### src/rtl/imm_encoder_if.sv
// Handshake bundle for the immediate packer: input beat (instr/imm/format)
// and output beat (packed instr/error flag), each with valid/ready.
interface imm_encoder_if;
    logic        in_valid;
    logic        in_ready;
    logic [31:0] in_instr;
    logic [31:0] in_imm;
    logic [1:0]  immsrc;
    logic        out_valid;
    logic        out_ready;
    logic [31:0] out_instr;
    logic        out_err;

    // Producer of input beats / consumer of output beats.
    modport master (
        output in_valid, in_instr, in_imm, immsrc, out_ready,
        input  in_ready, out_valid, out_instr, out_err
    );

    // The packer itself.
    modport slave (
        input  in_valid, in_instr, in_imm, immsrc, out_ready,
        output in_ready, out_valid, out_instr, out_err
    );
endinterface

### src/rtl/imm_encoder.sv
// Two-stage immediate packer: places a 32-bit immediate into the I/S/B/J
// field positions of a base instruction and flags immediates the selected
// format cannot represent. Counts output transfers and erroneous ones.
module imm_encoder #(
    parameter int CNT_W = 16,
    parameter int ERR_W = 8
) (
    input  logic             clk,
    input  logic             reset,
    imm_encoder_if.slave     bus,
    output logic [CNT_W-1:0] enc_count,
    output logic [ERR_W-1:0] err_count
);

    localparam logic [1:0]       SRC_I   = 2'b00;
    localparam logic [1:0]       SRC_S   = 2'b01;
    localparam logic [1:0]       SRC_B   = 2'b10;
    localparam logic [1:0]       SRC_J   = 2'b11;
    localparam logic [CNT_W-1:0] CNT_ONE = {{(CNT_W-1){1'b0}}, 1'b1};
    localparam logic [ERR_W-1:0] ERR_ONE = {{(ERR_W-1){1'b0}}, 1'b1};
    localparam logic [ERR_W-1:0] ERR_MAX = {ERR_W{1'b1}};

    // Clear the immediate field of the format and insert the (truncated) immediate.
    function automatic logic [31:0] f_pack(input logic [31:0] instr,
                                           input logic [31:0] imm,
                                           input logic [1:0]  src);
        logic [31:0] w;
        w = instr;
        case (src)
            SRC_I:   w = {imm[11:0], instr[19:0]};
            SRC_S:   w = {imm[11:5], instr[24:12], imm[4:0], instr[6:0]};
            SRC_B:   w = {imm[12], imm[10:5], instr[24:12], imm[4:1], imm[11], instr[6:0]};
            SRC_J:   w = {imm[20], imm[10:1], imm[11], imm[19:12], instr[11:0]};
            default: w = instr;
        endcase
        return w;
    endfunction

    // True when the immediate does not survive a pack/extend round trip.
    function automatic logic f_range_err(input logic [31:0] imm,
                                         input logic [1:0]  src);
        logic e;
        e = 1'b0;
        case (src)
            SRC_I, SRC_S: e = !((&imm[31:11]) || !(|imm[31:11]));
            SRC_B:        e = !((&imm[31:12]) || !(|imm[31:12])) || imm[0];
            SRC_J:        e = !((&imm[31:20]) || !(|imm[31:20])) || imm[0];
            default:      e = 1'b1;
        endcase
        return e;
    endfunction

    logic        r_s1_valid;
    logic [31:0] r_s1_instr;
    logic [31:0] r_s1_imm;
    logic [1:0]  r_s1_src;
    logic        r_s1_err;
    logic        r_s2_valid;
    logic [31:0] r_s2_instr;
    logic        r_s2_err;
    logic [CNT_W-1:0] r_enc_count;
    logic [ERR_W-1:0] r_err_count;

    logic w_s2_adv;
    logic w_s1_adv;
    logic w_in_ready;
    logic w_in_xfer;
    logic w_out_xfer;

    // Handshake: S2 frees when empty or drained; S1 moves on when S2 frees.
    always_comb begin
        w_s2_adv   = !r_s2_valid || bus.out_ready;
        w_s1_adv   = r_s1_valid && w_s2_adv;
        w_in_ready = !r_s1_valid || w_s1_adv;
        w_in_xfer  = bus.in_valid && w_in_ready;
        w_out_xfer = r_s2_valid && bus.out_ready;
    end

    // Stage 1: capture the input beat and its range-check result.
    always_ff @(posedge clk) begin
        if (reset) begin
            r_s1_valid <= 1'b0;
            r_s1_instr <= 32'h0000_0000;
            r_s1_imm   <= 32'h0000_0000;
            r_s1_src   <= 2'b00;
            r_s1_err   <= 1'b0;
        end else if (w_in_xfer) begin
            r_s1_valid <= 1'b1;
            r_s1_instr <= bus.in_instr;
            r_s1_imm   <= bus.in_imm;
            r_s1_src   <= bus.immsrc;
            r_s1_err   <= f_range_err(bus.in_imm, bus.immsrc);
        end else if (w_s1_adv) begin
            r_s1_valid <= 1'b0;
        end else begin
            r_s1_valid <= r_s1_valid;
        end
    end

    // Stage 2: packed word and error flag; held while the consumer stalls.
    always_ff @(posedge clk) begin
        if (reset) begin
            r_s2_valid <= 1'b0;
            r_s2_instr <= 32'h0000_0000;
            r_s2_err   <= 1'b0;
        end else if (w_s2_adv) begin
            r_s2_valid <= r_s1_valid;
            if (r_s1_valid) begin
                r_s2_instr <= f_pack(r_s1_instr, r_s1_imm, r_s1_src);
                r_s2_err   <= r_s1_err;
            end
        end
    end

    // Transfer counters: encoded beats wrap, error beats saturate.
    always_ff @(posedge clk) begin
        if (reset) begin
            r_enc_count <= {CNT_W{1'b0}};
            r_err_count <= {ERR_W{1'b0}};
        end else if (w_out_xfer) begin
            r_enc_count <= r_enc_count + CNT_ONE;
            if (r_s2_err && (r_err_count != ERR_MAX)) begin
                r_err_count <= r_err_count + ERR_ONE;
            end
        end
    end

    assign bus.in_ready  = w_in_ready;
    assign bus.out_valid = r_s2_valid;
    assign bus.out_instr = r_s2_instr;
    assign bus.out_err   = r_s2_err;
    assign enc_count     = r_enc_count;
    assign err_count     = r_err_count;

endmodule

### src/flat_wrapper.sv
// flat-port wrapper written by rule: the top's interface ports become plain ports
module imm_encoder_flat 
#(
    parameter int CNT_W = 16,
    parameter int ERR_W = 8
)
  (clk, reset, enc_count, err_count, bus_in_valid, bus_in_instr, bus_in_imm, bus_immsrc, bus_out_ready, bus_in_ready, bus_out_valid, bus_out_instr, bus_out_err);
  imm_encoder_if bus_i ();
  input  logic clk;
  input  logic reset;
  output logic [CNT_W-1:0] enc_count;
  output logic [ERR_W-1:0] err_count;
  input wire logic [$bits(bus_i.in_valid)-1:0] bus_in_valid;
  input wire logic [$bits(bus_i.in_instr)-1:0] bus_in_instr;
  input wire logic [$bits(bus_i.in_imm)-1:0] bus_in_imm;
  input wire logic [$bits(bus_i.immsrc)-1:0] bus_immsrc;
  input wire logic [$bits(bus_i.out_ready)-1:0] bus_out_ready;
  output wire logic [$bits(bus_i.in_ready)-1:0] bus_in_ready;
  output wire logic [$bits(bus_i.out_valid)-1:0] bus_out_valid;
  output wire logic [$bits(bus_i.out_instr)-1:0] bus_out_instr;
  output wire logic [$bits(bus_i.out_err)-1:0] bus_out_err;
  assign bus_i.in_valid = bus_in_valid;
  assign bus_i.in_instr = bus_in_instr;
  assign bus_i.in_imm = bus_in_imm;
  assign bus_i.immsrc = bus_immsrc;
  assign bus_i.out_ready = bus_out_ready;
  assign bus_in_ready = bus_i.in_ready;
  assign bus_out_valid = bus_i.out_valid;
  assign bus_out_instr = bus_i.out_instr;
  assign bus_out_err = bus_i.out_err;
  imm_encoder #(.CNT_W(CNT_W), .ERR_W(ERR_W)) u_core (.clk(clk), .reset(reset), .bus(bus_i), .enc_count(enc_count), .err_count(err_count));
endmodule
### config.mk
export PLATFORM = sky130hd
export DESIGN_NAME = imm_encoder_flat
export DESIGN_NICKNAME = d
export VERILOG_FILES = /design/src/rtl/imm_encoder_if.sv /design/src/rtl/imm_encoder.sv /design/src/flat_wrapper.sv
export SDC_FILE = /design/constraint.sdc
export NUM_CORES = 1
export LEC_CHECK = 0
export ABC_AREA = 1
export ABC_CLOCK_PERIOD_IN_PS = 4560
export BUFFER_PORTS_ARGS = -buffer_cell sky130_fd_sc_hd__buf_2
export CORE_MARGIN = 1
export CORE_UTILIZATION = 38
export CTS_CLUSTER_DIAMETER = 40
export CTS_CLUSTER_SIZE = 25
export DETAILED_ROUTE_END_ITERATION = 8
export RECOVER_POWER = 50
export SYNTH_ARGS = -nofsm -noshare
export SYNTH_HDL_FRONTEND = slang
export SYNTH_SLANG_ARGS = --single-unit
### constraint.sdc
create_clock -name clk -period 4.56 [get_ports clk]
set_input_delay 0.456 -clock clk [delete_from_list [all_inputs] [get_ports clk]]
set_output_delay 0.456 -clock clk [all_outputs]
set_load 0.02 [all_outputs]
[Word level (Yosys, flattened, before mapping)]
Index checks and enable logic that the tools add are counted.
Widths: inputs -> output; s select.
Operators by class
  add/sub/neg operators: 2
  muxes and demuxes: 4
  equal/unequal tests: 7
  reduce and logical (&&, ||, !) cells: 31
Operators by type and width (number)
  $pmux 32 s4: 1
  $reduce_and 21->1: 1
  $reduce_or 21->1: 1
  $reduce_and 20->1: 1
  $reduce_or 20->1: 1
  $add 16x1->16 const B: 1
  $reduce_and 12->1: 1
  $reduce_or 12->1: 1
  $add 8x1->8 const B: 1
  $eq 2x2->1 const B: 4
  $logic_not 1->1: 8
  $ne 8x8->1 const B: 1
  $logic_or 1x1->1: 7
  $eq 2x1->1 const B: 2
  $logic_and 1x1->1: 4
  $logic_not 2->1: 2
  $reduce_and 2->1: 2
  $pmux 1 s3: 1
  $mux 1: 2
  $reduce_bool 2->1: 1
  $reduce_or 2->1: 1
Word-level totals
  output and inout bits: 59
  flip-flop bits (word level): 108
  word-level logic and storage cells: 54
  input bits: 70

[Logic depth before layout (Yosys ltp)]
Gate-level depths: netlist of run 1.
  depth after elaboration: 6
  gate-level depth with buffers: 11
  depth with buffers taken out: 11

[Least setup slack after synthesis of run 1]
OpenSTA, ideal clock, no wires.
  kind: register to register
  start: register u_core.r_s2_valid, in the netlist u_core.bus.out_valid
  end: register u_core.r_s1_imm[0]
  required time: 4.444 ns
  library setup time: 0.116 ns
  period minus slack after synthesis: 1.646 ns
  slack: 2.914 ns
  arrival: 1.530 ns
  buffers on the path: 1
  cell stages (with the launch flop): 7
  path through: dfxtp_1 > nand3_1 > nand2_2 > clkinv_1 > buf_2 > nor2_1 > nor2_1
On the way
  word-level cells in the longest chain between the ends: 5
Ends and longest elaborated chain
  start, declared: line imm_encoder.sv:58  | logic r_s2_valid;
  start signal, assigned: line imm_encoder.sv:107  | r_s2_valid <= r_s1_valid;
  $logic_not 1->1: line imm_encoder.sv:72  | w_s2_adv = !r_s2_valid || bus.out_ready;
  $logic_or 1x1->1: line imm_encoder.sv:72
  $logic_and 1x1->1: line imm_encoder.sv:73  | w_s1_adv = r_s1_valid && w_s2_adv;
  $logic_or 1x1->1: line imm_encoder.sv:74  | w_in_ready = !r_s1_valid || w_s1_adv;
  named net bus_in_ready: line flat_wrapper.sv:18  | output wire logic [$bits(bus_i.in_ready)-1:0] bus_in_ready;
  $logic_and 1x1->1: line imm_encoder.sv:75  | w_in_xfer = bus.in_valid && w_in_ready;
  end signal, assigned: line imm_encoder.sv:90  | r_s1_imm <= bus.in_imm;
  end, declared: line imm_encoder.sv:55  | logic [31:0] r_s1_imm;
The timed path passes the listed nets, and every way through them passes these cells.
A chain may end at the register's enable or synchronous reset.

[Worst setup path after layout of run 1]
  start: register u_core.r_s2_valid, in the netlist u_core.bus.out_valid
  end: register u_core.r_s2_instr[20], in the netlist u_core.bus.out_instr[20]
On the way
  word-level cells in the longest chain between the ends: 3
Ends and longest elaborated chain
  $logic_not 1->1: line imm_encoder.sv:72
  $logic_or 1x1->1: line imm_encoder.sv:72
  $reduce_and 2->1 (no line)
  end signal, assigned: line imm_encoder.sv:109  | r_s2_instr <= f_pack(r_s1_instr, r_s1_imm, r_s1_src);
  end, declared: line imm_encoder.sv:59  | logic [31:0] r_s2_instr;
Every way passes these cells.

==> flow_metrics.py, run 1 <==
metrics = {
    "yosys": {
        "yosysSeqAreaShare": 0.487,
        "synth_top_area_frac": 0.487,
        "synth_common_cells": "nor2_1 (148), dfxtp_1 (108), o21ai_0 (91)",
        "synth_top_area_cell": "dfxtp_1",
        "synth-edff-count": 0,
        "synthesis.area_mm2": 0.00444,
        "ys.flop_type": "dfxtp_1",
        "async_reset_ff_frac": 0,
        "ys_types": 29,
        "syn-num-nets": 685,
        "ys_seq_elements": 108,
        "yosysMostFrequentCell": "nor2_1",
        "ys_top_cells_by_area": "dfxtp_1 (49%), nor2_1 (13%), o21ai_0 (10%)",
        "synth_area_per_cell_um2": 7.25,
        "ys_warn_count": 0,
        "syn-instance-count": 613,
    },
    "routing": {
        "drc": 0,
        "vias_per_cell": 4.89,
        "num_vias": 4234,
        "wl_um": 10800,
        "post_drt_wl_per_cell_um": 12.5,
        "drtIter0Drc": 271,
        "first_pass_iters": 4,
        "ant_nets": 0,
    },
    "worst_setup_path": {
        "required_ns": 4.82,
        "rr_startpoint": "u_core.bus.out_valid$_SDFFE_PP0P_",
        "worstSetupEndpointType": "flip-flop",
        "reg2reg_slack_ns": 1.24,
        "critPathLaunchType": "flip-flop",
        "arrival_ns": 3.57,
        "startpoint": "u_core.bus.out_valid$_SDFFE_PP0P_",
        "reg2reg_depth": 7,
        "rr_endpoint": "u_core.bus.out_instr[20]$_SDFFE_PP0P_",
        "critPathKind": "flip-flop to flip-flop",
        "crit_path_max_fanout": 35,
    },
    "clocking": {
        "clock-sinks": 108,
        "ctsHoldBuffers": 0,
        "clk_path_buf_depth": 2,
        "clk_latency_ns": 0.35,
        "cts_buffers": 9,
        "cts_tree": "built",
        "post-cts-setup-buffer-count": 0,
        "clkTransAtPathRegs_ns": 0.07,
        "htree_levels": 3,
        "root_buffer": "clkbuf_16",
        "cts_resized": 0,
    },
    "timing": {
        "tightest_slew_ns": 1.60,
        "period_minus_slack_ns": 3.32,
        "post-route-period-util": 0.728,
        "hold_viol_final": 0,
        "tns_ns": 0,
        "skew_ns": 0.00557,
        "max_slew_margin": -0.0705,
        "finalSetupViolCount": 0,
        "fmax_mhz": 301,
        "maxSlewViolCount": 97,
        "grt_setup_unrepaired": "no",
    },
    "global_route": {
        "grt_pass1_vias": 3792,
        "grtUsageTotal": 0.186,
        "overflow": 0,
        "grt_max_degree": 65,
        "grt_antenna_before_repair": 0,
        "grt_pass1_wl_um": 17500,
    },
    "pwr": {
        "power_switching_uw": 533,
        "p_seq_frac": 0.514,
        "power_leakage_nw": 2.24,
        "internal_power_mw": 1.46,
        "switching_share": 0.267,
        "power_frac_clock": 0.376,
        "max-vdd-ir-drop_mv": 0.267,
        "comb_power_share": 0.110,
        "power_density_mw_per_mm2": 376,
    },
    "place": {
        "dp.cells": 850,
        "io_buffers": 121,
        "routabilityCongestion": 0.807,
        "dp_hpwl_um": 7320,
    },
    "final_layout": {
        "final_cell_count_no_fill": 866,
        "final_nets": 790,
        "diodes": 0,
        "drive_above_1_share": 0.122,
        "syn_to_final_growth_pct": 19.4,
    },
    "status": {
        "violations": "max-capacitance violations, max-slew violations",
        "run_status": "finished, violations left",
    },
    "min_path": {
        "worstHoldStart": "bus_in_instr[15]",
        "holdPathEnd": "u_core.r_s1_instr[15]$_SDFFE_PP0P_",
        "hold_path.class": "input pin to flip-flop",
        "min_path_cells": 3,
    },
    "die": {
        "dieArea_mm2": 0.0121,
        "die-height_um": 110,
        "core_area_mm2": 0.0114,
        "rows": 39,
        "ios": 129,
        "die_w_um": 110,
        "initial_core_util": 0.389,
    },
    "job": {
        "maxCapViolations": 2,
    },
}
-- how the worst max path moves through the flow --
stage	to	slack (ns)	depth (start not counted)
after CTS	u_core.r_s1_imm[20]$_SDFFE_PP0P_	1.85	6
after global routing	u_core.bus.out_instr[20]$_SDFFE_PP0P_	0.86	7
after global placement	u_core.r_s1_imm[20]$_SDFFE_PP0P_	1.67	8
final	u_core.bus.out_instr[20]$_SDFFE_PP0P_	1.24	7
after floorplan	u_core.r_s1_imm[0]$_SDFFE_PP0P_	2.91	6
after detailed placement	u_core.r_s1_imm[20]$_SDFFE_PP0P_	1.65	8
-- power groups by stage --
stage / Sequential [mW] / Clock (mW) / Combinational, mW
5_1_grt: 1.03 / 0.812 / 0.254
3_5_place_dp: 1.05 / 0 / 0.229
3_3_place_gp: 1.04 / 0 / 0.225
4_1_cts: 1.02 / 0.783 / 0.230
2_1_floorplan: 1.07 / 0 / 0.119
6_report: 1.03 / 0.750 / 0.220
-- cells by family (layout without fill, tap and decap cells) --
| group | count (synthesis) | in the layout | share of synthesized area |
|---|---|---|---|
| and+or+nand+nor | 254 | 254 | 0.234 |
| AOI/OAI and AO/OA | 164 | 164 | 0.191 |
| DFF | 108 | 108 | 0.487 |
| buffers and inverters | 78 | 188 | 0.0690 |
| xor gates and xnor gates | 7 | 7 | 0.0138 |
| adders and majority gates | 2 | 2 | 0.00563 |
-- area by class of cell --
cell class              instances  area (um2)
flip-flops and latches        108        2160
repair buffers                124         549
clock inverters                 6        47.5
clock buffers                  10         239
well taps                     143         179
fillers                      1219        6120
multi-input cells             427        1940
inverters                      48         181
-- cell usage in the layout (no fill, tap or decap) --
cell type	count
a21oi_1	63
a31o_2	1
and3_1	1
buf_2	61
buf_4	2
clkbuf_1	61
clkbuf_16	9
clkbuf_8	1
clkinv_1	1
clkinv_2	3
clkinv_4	2
dfxtp_1	108
ha_1	2
inv_1	46
inv_6	1
inv_8	1
nand2_1	73
nand2_2	5
nand3_1	9
nand3b_1	1
nand4_1	5
nor2_1	150
nor2_2	1
nor3_1	8
o211ai_1	8
o21a_1	1
o21ai_0	91
or2_2	1
xnor2_1	3
xor2_1	4
-- layer usage --
layer  up-vias  track usage  wire length [um]
li1       2203            -                 -
met1      1913        0.225              4940
met4         0       0.0592               140
met3        12       0.0617               714
met5         -            0                 0
met2       106        0.312              5000
-- worst max-delay path: stages (launching register included) --
cell      delay, ns
dfxtp_1        0.38
nand2_1        0.08
nand2_1        0.06
clkbuf_1       1.13
inv_1          0.97
o21ai_0        0.41
a31o_2         0.15
inv_1          0.03
-- stage by stage --
stage	power [mW]	util	hold slack, ns	worst slack [ns]	area [um2]
2_1_floorplan	1.19	-	0.425	2.91	4440
3_3_place_gp	1.27	0.449	0.438	1.67	5120
3_5_place_dp	1.28	0.449	0.442	1.65	5120
4_1_cts	2.04	0.474	0.334	1.85	5410
5_1_grt	2.10	0.464	0.371	0.864	5300
6_report	2.00	0.464	0.347	1.24	5300
-- state kept, by name, indices dropped and copies added (netlist names) --
| signal | cells |
|---|---|
| u_core.err_count | 8 |
| u_core.r_s1_imm | 21 |
| u_core.enc_count | 16 |
| u_core.r_s1_instr | 25 |
| u_core.r_s1_src | 2 |
| u_core.bus.out_valid | 1 |
| u_core.bus.out_instr | 32 |
| u_core.bus.out_err | 1 |
| u_core.r_s1_err | 1 |
| u_core.r_s1_valid | 1 |
(Power assumes the default switching activity.)
==> run 2: changes to the inputs <==
ABC_AREA = 0   (was 1)
ABC_CLOCK_PERIOD_IN_PS = 2900   (was 4560)
clock period = 2.9 ns   (was 4.56 ns; I/O delays follow)
==> flow_metrics.py, run 2 <==
metrics = {
    "status": {
        "run_status": "completed",
    },
    "worst_setup_path": {
        "reg2reg_depth": 5,
        "slowest_stage": "clkbuf_2",
        "worst_path_most_repeated_cell": "clkbuf_2",
        "arrival_ns": 2.29,
        "crit_buf_inv": 2,
        "cp_slowest_stage_delay_ns": 1.05,
        "reg2reg_slack_ns": 0.87,
        "worstSetupEndpointType": "flip-flop",
        "crit_chain": "clkbuf_2 > clkbuf_2 > nor2_1",
        "rr_endpoint": "u_core.r_s1_err$_SDFFE_PP0P_",
        "rr_startpoint": "u_core.bus.out_valid$_SDFFE_PP0P_",
        "critPathLaunchType": "input pin",
        "required_ns": 3.08,
        "critPathKind": "input pin to flip-flop",
        "crit_family": "buffers and inverters",
        "crit_path_max_fanout": 56,
    },
    "die": {
        "rows": 38,
        "ios": 129,
        "dieArea_mm2": 0.0119,
        "die_w_um": 109,
        "die-height_um": 109,
        "initial_core_util": 0.395,
        "core_area_mm2": 0.0110,
    },
    "yosys": {
        "synthMuxAreaShare": 0.0115,
        "synth_top_area_cell": "dfxtp_1",
        "synthesis.area_mm2": 0.00436,
        "synth-edff-count": 0,
        "syn-num-nets": 611,
        "synth_fa_ha_area_frac": 0.00574,
        "synth_top_area_frac": 0.496,
        "ys_seq_elements": 108,
        "ys_top_cells_by_area": "dfxtp_1 (50%), nand2_1 (14%), a21oi_1 (8.1%)",
        "yosysSeqAreaShare": 0.496,
        "yosysMostFrequentCell": "nand2_1",
        "syn-instance-count": 539,
        "ys_types": 37,
        "synth_area_per_cell_um2": 8.09,
        "async_reset_ff_frac": 0,
        "synth_xor_area_frac": 0.0382,
        "ys_warn_count": 0,
        "synth-compound-area-share": 0.139,
        "synth_common_cells": "nand2_1 (163), dfxtp_1 (108), a21oi_1 (71)",
        "synth_top_family_by_area": "simple AND/OR/NAND/NOR gates",
        "ys.flop_type": "dfxtp_1",
        "yosys.area_share.simple": 0.271,
    },
    "place": {
        "io_buffers": 121,
        "dp_hpwl_um": 7160,
        "routabilityCongestion": 0.758,
    },
    "clocking": {
        "cts_resized": 0,
        "ctsHoldBuffers": 0,
        "clk_latency_ns": 0.33,
        "post-cts-setup-buffer-count": 0,
        "clk_path_buf_depth": 2,
        "cts_tree": "built",
        "cts_buffers": 9,
        "clkTransAtPathRegs_ns": 0.07,
        "clock-sinks": 108,
        "htree_levels": 3,
        "root_buffer": "clkbuf_16",
    },
    "min_path": {
        "min_path_cells": 3,
        "holdPathEnd": "u_core.r_s1_instr[14]$_SDFFE_PP0P_",
        "hold_path.class": "input pin to flip-flop",
        "worstHoldStart": "bus_in_instr[14]",
    },
    "pwr": {
        "power_switching_uw": 743,
        "switching_share": 0.231,
        "comb_power_share": 0.087,
        "power_density_mw_per_mm2": 612,
        "p_seq_frac": 0.492,
        "internal_power_mw": 2.48,
        "power_leakage_nw": 1.92,
        "max-vdd-ir-drop_mv": 0.270,
        "power_frac_clock": 0.421,
    },
    "timing": {
        "tightest_slew_ns": 1.19,
        "skew_ns": 0.00454,
        "worst_hold_slack_ns": 0.184,
        "tns_ns": 0,
        "hold_viol_final": 0,
        "maxSlewViolCount": 0,
        "finalSetupViolCount": 0,
        "grt_setup_unrepaired": "no",
        "post-route-period-util": 0.730,
        "fmax_mhz": 472,
        "period_minus_slack_ns": 2.12,
        "max_slew_margin": 0.209,
    },
    "global_route": {
        "grt_pass1_wl_um": 17000,
        "grt_antenna_before_repair": 0,
        "overflow": 0,
        "grtUsageTotal": 0.183,
        "grt_max_degree": 57,
        "grt_pass1_vias": 3772,
    },
    "final_layout": {
        "diodes": 0,
        "largest_reg_flops": 32,
        "layout_common_cells": "nand2_1 (162), dfxtp_1 (108), a21oi_1 (71)",
        "syn_to_final_growth_pct": 20.6,
        "mostFrequentLayoutCell": "nand2_1",
        "final_nets": 713,
        "drive_above_1_share": 0.143,
    },
    "routing": {
        "ant_nets": 0,
        "drtIter0Drc": 162,
        "num_vias": 3975,
        "vias_per_cell": 5.07,
        "first_pass_iters": 4,
        "drc": 0,
        "post_drt_wl_per_cell_um": 13.2,
        "wl_um": 10400,
    },
    "job": {
        "maxCapViolations": 0,
    },
}
run 2: changes by cell type after synthesis, moves of 6 or more:
cell      change
nor2_1      -103
nand2_1      +91
o21ai_0      -85
inv_1        -45
a311oi_1     +16
xnor2_1       +9
a21oi_1       +8
nand4_1       +7
o211ai_1      -7
nand3_1       +6
nor4_1        +6
run 2: layout make-up:
type	instances	area [um2]
sequential	108	2160
fill	1134	5770
clock inverter	5	103
multi-input combinational	395	2020
inverter	1	3.75
clock buffer	9	225
tap	140	175
timing repair buffer	126	568
run 2: per-stage QoR:
step	utilization	worst slack [ns]	instances	area, um2	power, mW
2_1_floorplan	-	1.18	539	4360	1.80
3_3_place_gp	0.457	1.01	770	5040	1.90
3_5_place_dp	0.457	0.889	770	5040	1.91
4_1_cts	0.487	0.874	784	5370	3.27
5_1_grt	0.477	0.615	784	5260	3.37
6_report	0.477	0.782	784	5260	3.22
run 2: worst max path at each step:
stage	startpoint	endpoint	slack, ns	depth (start not counted)
5_1_grt	reset	u_core.err_count[5]$_SDFFE_PP0P_	0.62	3
6_report	reset	u_core.err_count[7]$_SDFFE_PP0P_	0.78	3
4_1_cts	u_core.bus.out_valid$_SDFFE_PP0P_	u_core.r_s1_err$_SDFFE_PP0P_	0.87	5
2_1_floorplan	u_core.bus.out_valid$_SDFFE_PP0P_	u_core.r_s1_imm[11]$_SDFFE_PP0P_	1.18	8
3_3_place_gp	u_core.bus.out_valid$_SDFFE_PP0P_	u_core.r_s1_err$_SDFFE_PP0P_	1.01	5
3_5_place_dp	u_core.bus.out_valid$_SDFFE_PP0P_	u_core.r_s1_err$_SDFFE_PP0P_	0.89	5
run 2: cell families after synthesis:
logic type	Yosys count
buffers and inverters	36
xor gates and xnor gates	19
muxes	5
DFF	108
AOI/OAI and AO/OA	102
adders and majority gates	2
and+or+nand+nor	267
run 2: metal layers:
metal | vias to the layer above | share of wire | wire length (um) | global-route usage
li1 | 2029 | - | - | -
met4 | 0 | 0.018 | 182 | 0.0869
met1 | 1845 | 0.46 | 4750 | 0.225
met2 | 87 | 0.48 | 4940 | 0.303
met5 | - | 0 | 0 | 0
met3 | 14 | 0.048 | 497 | 0.0383
run 2: worst register-to-register path, cell delays in order, from the launching register on:
cell       delay (ns)
dfxtp_1          0.33
nor2b_1          0.19
nand2_1          0.13
and2_2           0.79
nor2_1           0.14
a2111oi_2        0.33
run 2: power groups by stage:
stage	clock, mW	combinational [mW]	sequential [mW]
6_report	1.35	0.281	1.59
5_1_grt	1.46	0.317	1.59
4_1_cts	1.39	0.295	1.58
3_5_place_dp	0	0.294	1.62
3_3_place_gp	0	0.288	1.62
2_1_floorplan	0	0.161	1.64
==> run 3: changes to the inputs <==
ABC_CLOCK_PERIOD_IN_PS = 1700   (was 2900)
clock period = 1.7 ns   (was 2.9 ns; I/O delays follow)
==> flow_metrics.py, run 3 (same netlist as run 2, synthesis figures left out) <==
metrics = {
    "pwr": {
        "switching_share": 0.245,
        "comb_power_share": 0.098,
        "power_leakage_nw": 1.98,
        "power_mw": 5.30,
        "power_switching_mw": 1.30,
        "internal_power_mw": 4.01,
        "p_seq_frac": 0.509,
        "power_density_mw_per_mm2": 987,
        "power_frac_clock": 0.393,
        "max-vdd-ir-drop_mv": 0.496,
    },
    "worst_setup_path": {
        "reg2reg_depth": 6,
        "arrival_ns": 1.80,
        "crit_family": "flip-flops",
        "rr_endpoint": "u_core.err_count[7]$_SDFFE_PP0P_",
        "crit_buf_inv": 0,
        "slowest_stage": "dfxtp_1",
        "reg2reg_slack_ns": 0.12,
        "required_ns": 1.92,
        "cp_slowest_stage_delay_ns": 0.39,
        "crit_chain": "ha_1 > nand3_1 > o211ai_4 > nor3_1 > xnor2_1 > nor2_1",
        "critPathLaunchType": "flip-flop",
        "rr_startpoint": "u_core.err_count[0]$_SDFFE_PP0P_",
        "worstSetupEndpointType": "flip-flop",
        "crit_path_max_fanout": 10,
        "critPathKind": "flip-flop to flip-flop",
    },
    "die": {
        "core_area_mm2": 0.0110,
        "dieArea_mm2": 0.0119,
        "ios": 129,
        "die-height_um": 109,
        "rows": 38,
        "die_w_um": 109,
        "initial_core_util": 0.395,
    },
    "clocking": {
        "clkTransAtPathRegs_ns": 0.07,
        "root_buffer": "clkbuf_16",
        "clk_latency_ns": 0.34,
        "cts_buffers": 9,
        "cts_tree": "built",
        "clock-sinks": 108,
        "htree_levels": 3,
        "clk_path_buf_depth": 2,
        "ctsHoldBuffers": 0,
    },
    "global_route": {
        "grtUsageTotal": 0.186,
        "grt_antenna_before_repair": 1,
        "grt_pass1_wl_um": 17400,
        "grt_max_degree": 53,
        "overflow": 0,
        "grt_pass1_vias": 3735,
    },
    "status": {
        "run_status": "completed",
    },
    "routing": {
        "ant_nets": 0,
        "num_vias": 4034,
        "drc": 0,
        "first_pass_iters": 4,
        "post_drt_wl_per_cell_um": 13.4,
        "wl_um": 10700,
        "vias_per_cell": 5.07,
        "drtIter0Drc": 218,
    },
    "place": {
        "routabilityCongestion": 0.778,
        "dp.cells": 781,
        "pre_cts_slack_ns": 0.115,
        "dp_hpwl_um": 7580,
        "dpl_cell_area_mm2": 0.00516,
        "io_buffers": 121,
    },
    "timing": {
        "period_minus_slack_ns": 1.58,
        "grt_setup_unrepaired": "no",
        "worst_hold_slack_ns": 0.0602,
        "maxSlewViolCount": 0,
        "hold_viol_final": 0,
        "finalWorstSetupSlack_ns": 0.122,
        "finalSetupViolCount": 0,
        "tns_ns": 0,
        "tightest_slew_ns": 0.378,
        "fmax_mhz": 634,
        "max_slew_margin": 0.748,
        "skew_ns": 0.00668,
        "post-route-period-util": 0.929,
    },
    "min_path": {
        "holdPathEnd": "u_core.r_s1_instr[7]$_SDFFE_PP0P_",
        "hold_path.class": "input pin to flip-flop",
        "min_path_cells": 3,
        "worstHoldStart": "bus_in_instr[7]",
    },
    "final_layout": {
        "mostFrequentLayoutCell": "nand2_1",
        "finish.utilization": 0.487,
        "final_cell_count_no_fill": 796,
        "diodes": 0,
        "syn_to_final_growth_pct": 23.2,
        "fin_area_mm2": 0.00537,
        "largest_reg_flops": 32,
        "layout_common_cells": "nand2_1 (162), dfxtp_1 (108), a21oi_1 (71)",
        "final_nets": 724,
        "drive_above_1_share": 0.159,
    },
    "job": {
        "maxCapViolations": 0,
    },
}
==> run 3: layout make-up <==
| class | instances | area [um2] |
|---|---|---|
| Timing Repair Buffer | 137 | 689 |
| Sequential cell | 108 | 2160 |
| Clock inverter | 4 | 50.0 |
| Clock buffer | 11 | 243 |
| Multi-Input combinational cell | 395 | 2050 |
| Inverter | 1 | 3.75 |
| Tap cell | 140 | 175 |
| Fill cell | 1147 | 5660 |
==> run 3: worst register-to-register path: cells and delay by family, from the launching register on <==
kind	cells	cell delay, ns
flip-flops	1	0.39
AO/OA/AOI/OAI	1	0.33
AND/OR/NAND/NOR	3	0.32
adder cells (fa/ha/maj)	1	0.24
XOR/XNOR	1	0.19
==> run 3: worst max path at each step <==
stage / end / start / cells after the start
final: u_core.err_count[7]$_SDFFE_PP0P_ / u_core.err_count[0]$_SDFFE_PP0P_ / 6
after global routing: u_core.err_count[5]$_SDFFE_PP0P_ / u_core.err_count[1]$_SDFFE_PP0P_ / 6
after CTS: u_core.err_count[7]$_SDFFE_PP0P_ / u_core.err_count[0]$_SDFFE_PP0P_ / 6
after detailed placement: u_core.err_count[7]$_SDFFE_PP0P_ / u_core.err_count[0]$_SDFFE_PP0P_ / 6
after global placement: u_core.err_count[7]$_SDFFE_PP0P_ / u_core.err_count[0]$_SDFFE_PP0P_ / 6
after floorplan: u_core.r_s1_imm[11]$_SDFFE_PP0P_ / u_core.bus.out_valid$_SDFFE_PP0P_ / 8
==> run 3: routing by layer <==
metal / track usage / wire length [um] / up-vias
met3: 0.0514 / 673 / 14
li1: - / - / 2060
met5: 0 / 0 / -
met1: 0.227 / 4750 / 1863
met4: 0.0676 / 152 / 0
met2: 0.310 / 5090 / 97
==> run 3: what timing repair did <==
| item | 4_1_cts | 5_1_grt |
|---|---|---|
| gates resized for setup | 0 | 1 |
| endpoints found under the setup margin | 0 | 1 |
| buffers inserted | 0 | 0 |
==> run 3: power groups by stage <==
stage	registers, mW	logic [mW]	clock network [mW]
2_1_floorplan	2.79	0.275	0
3_3_place_gp	2.75	0.532	0
3_5_place_dp	2.76	0.540	0
4_1_cts	2.70	0.542	2.15
5_1_grt	2.71	0.583	2.26
6_report	2.70	0.519	2.09
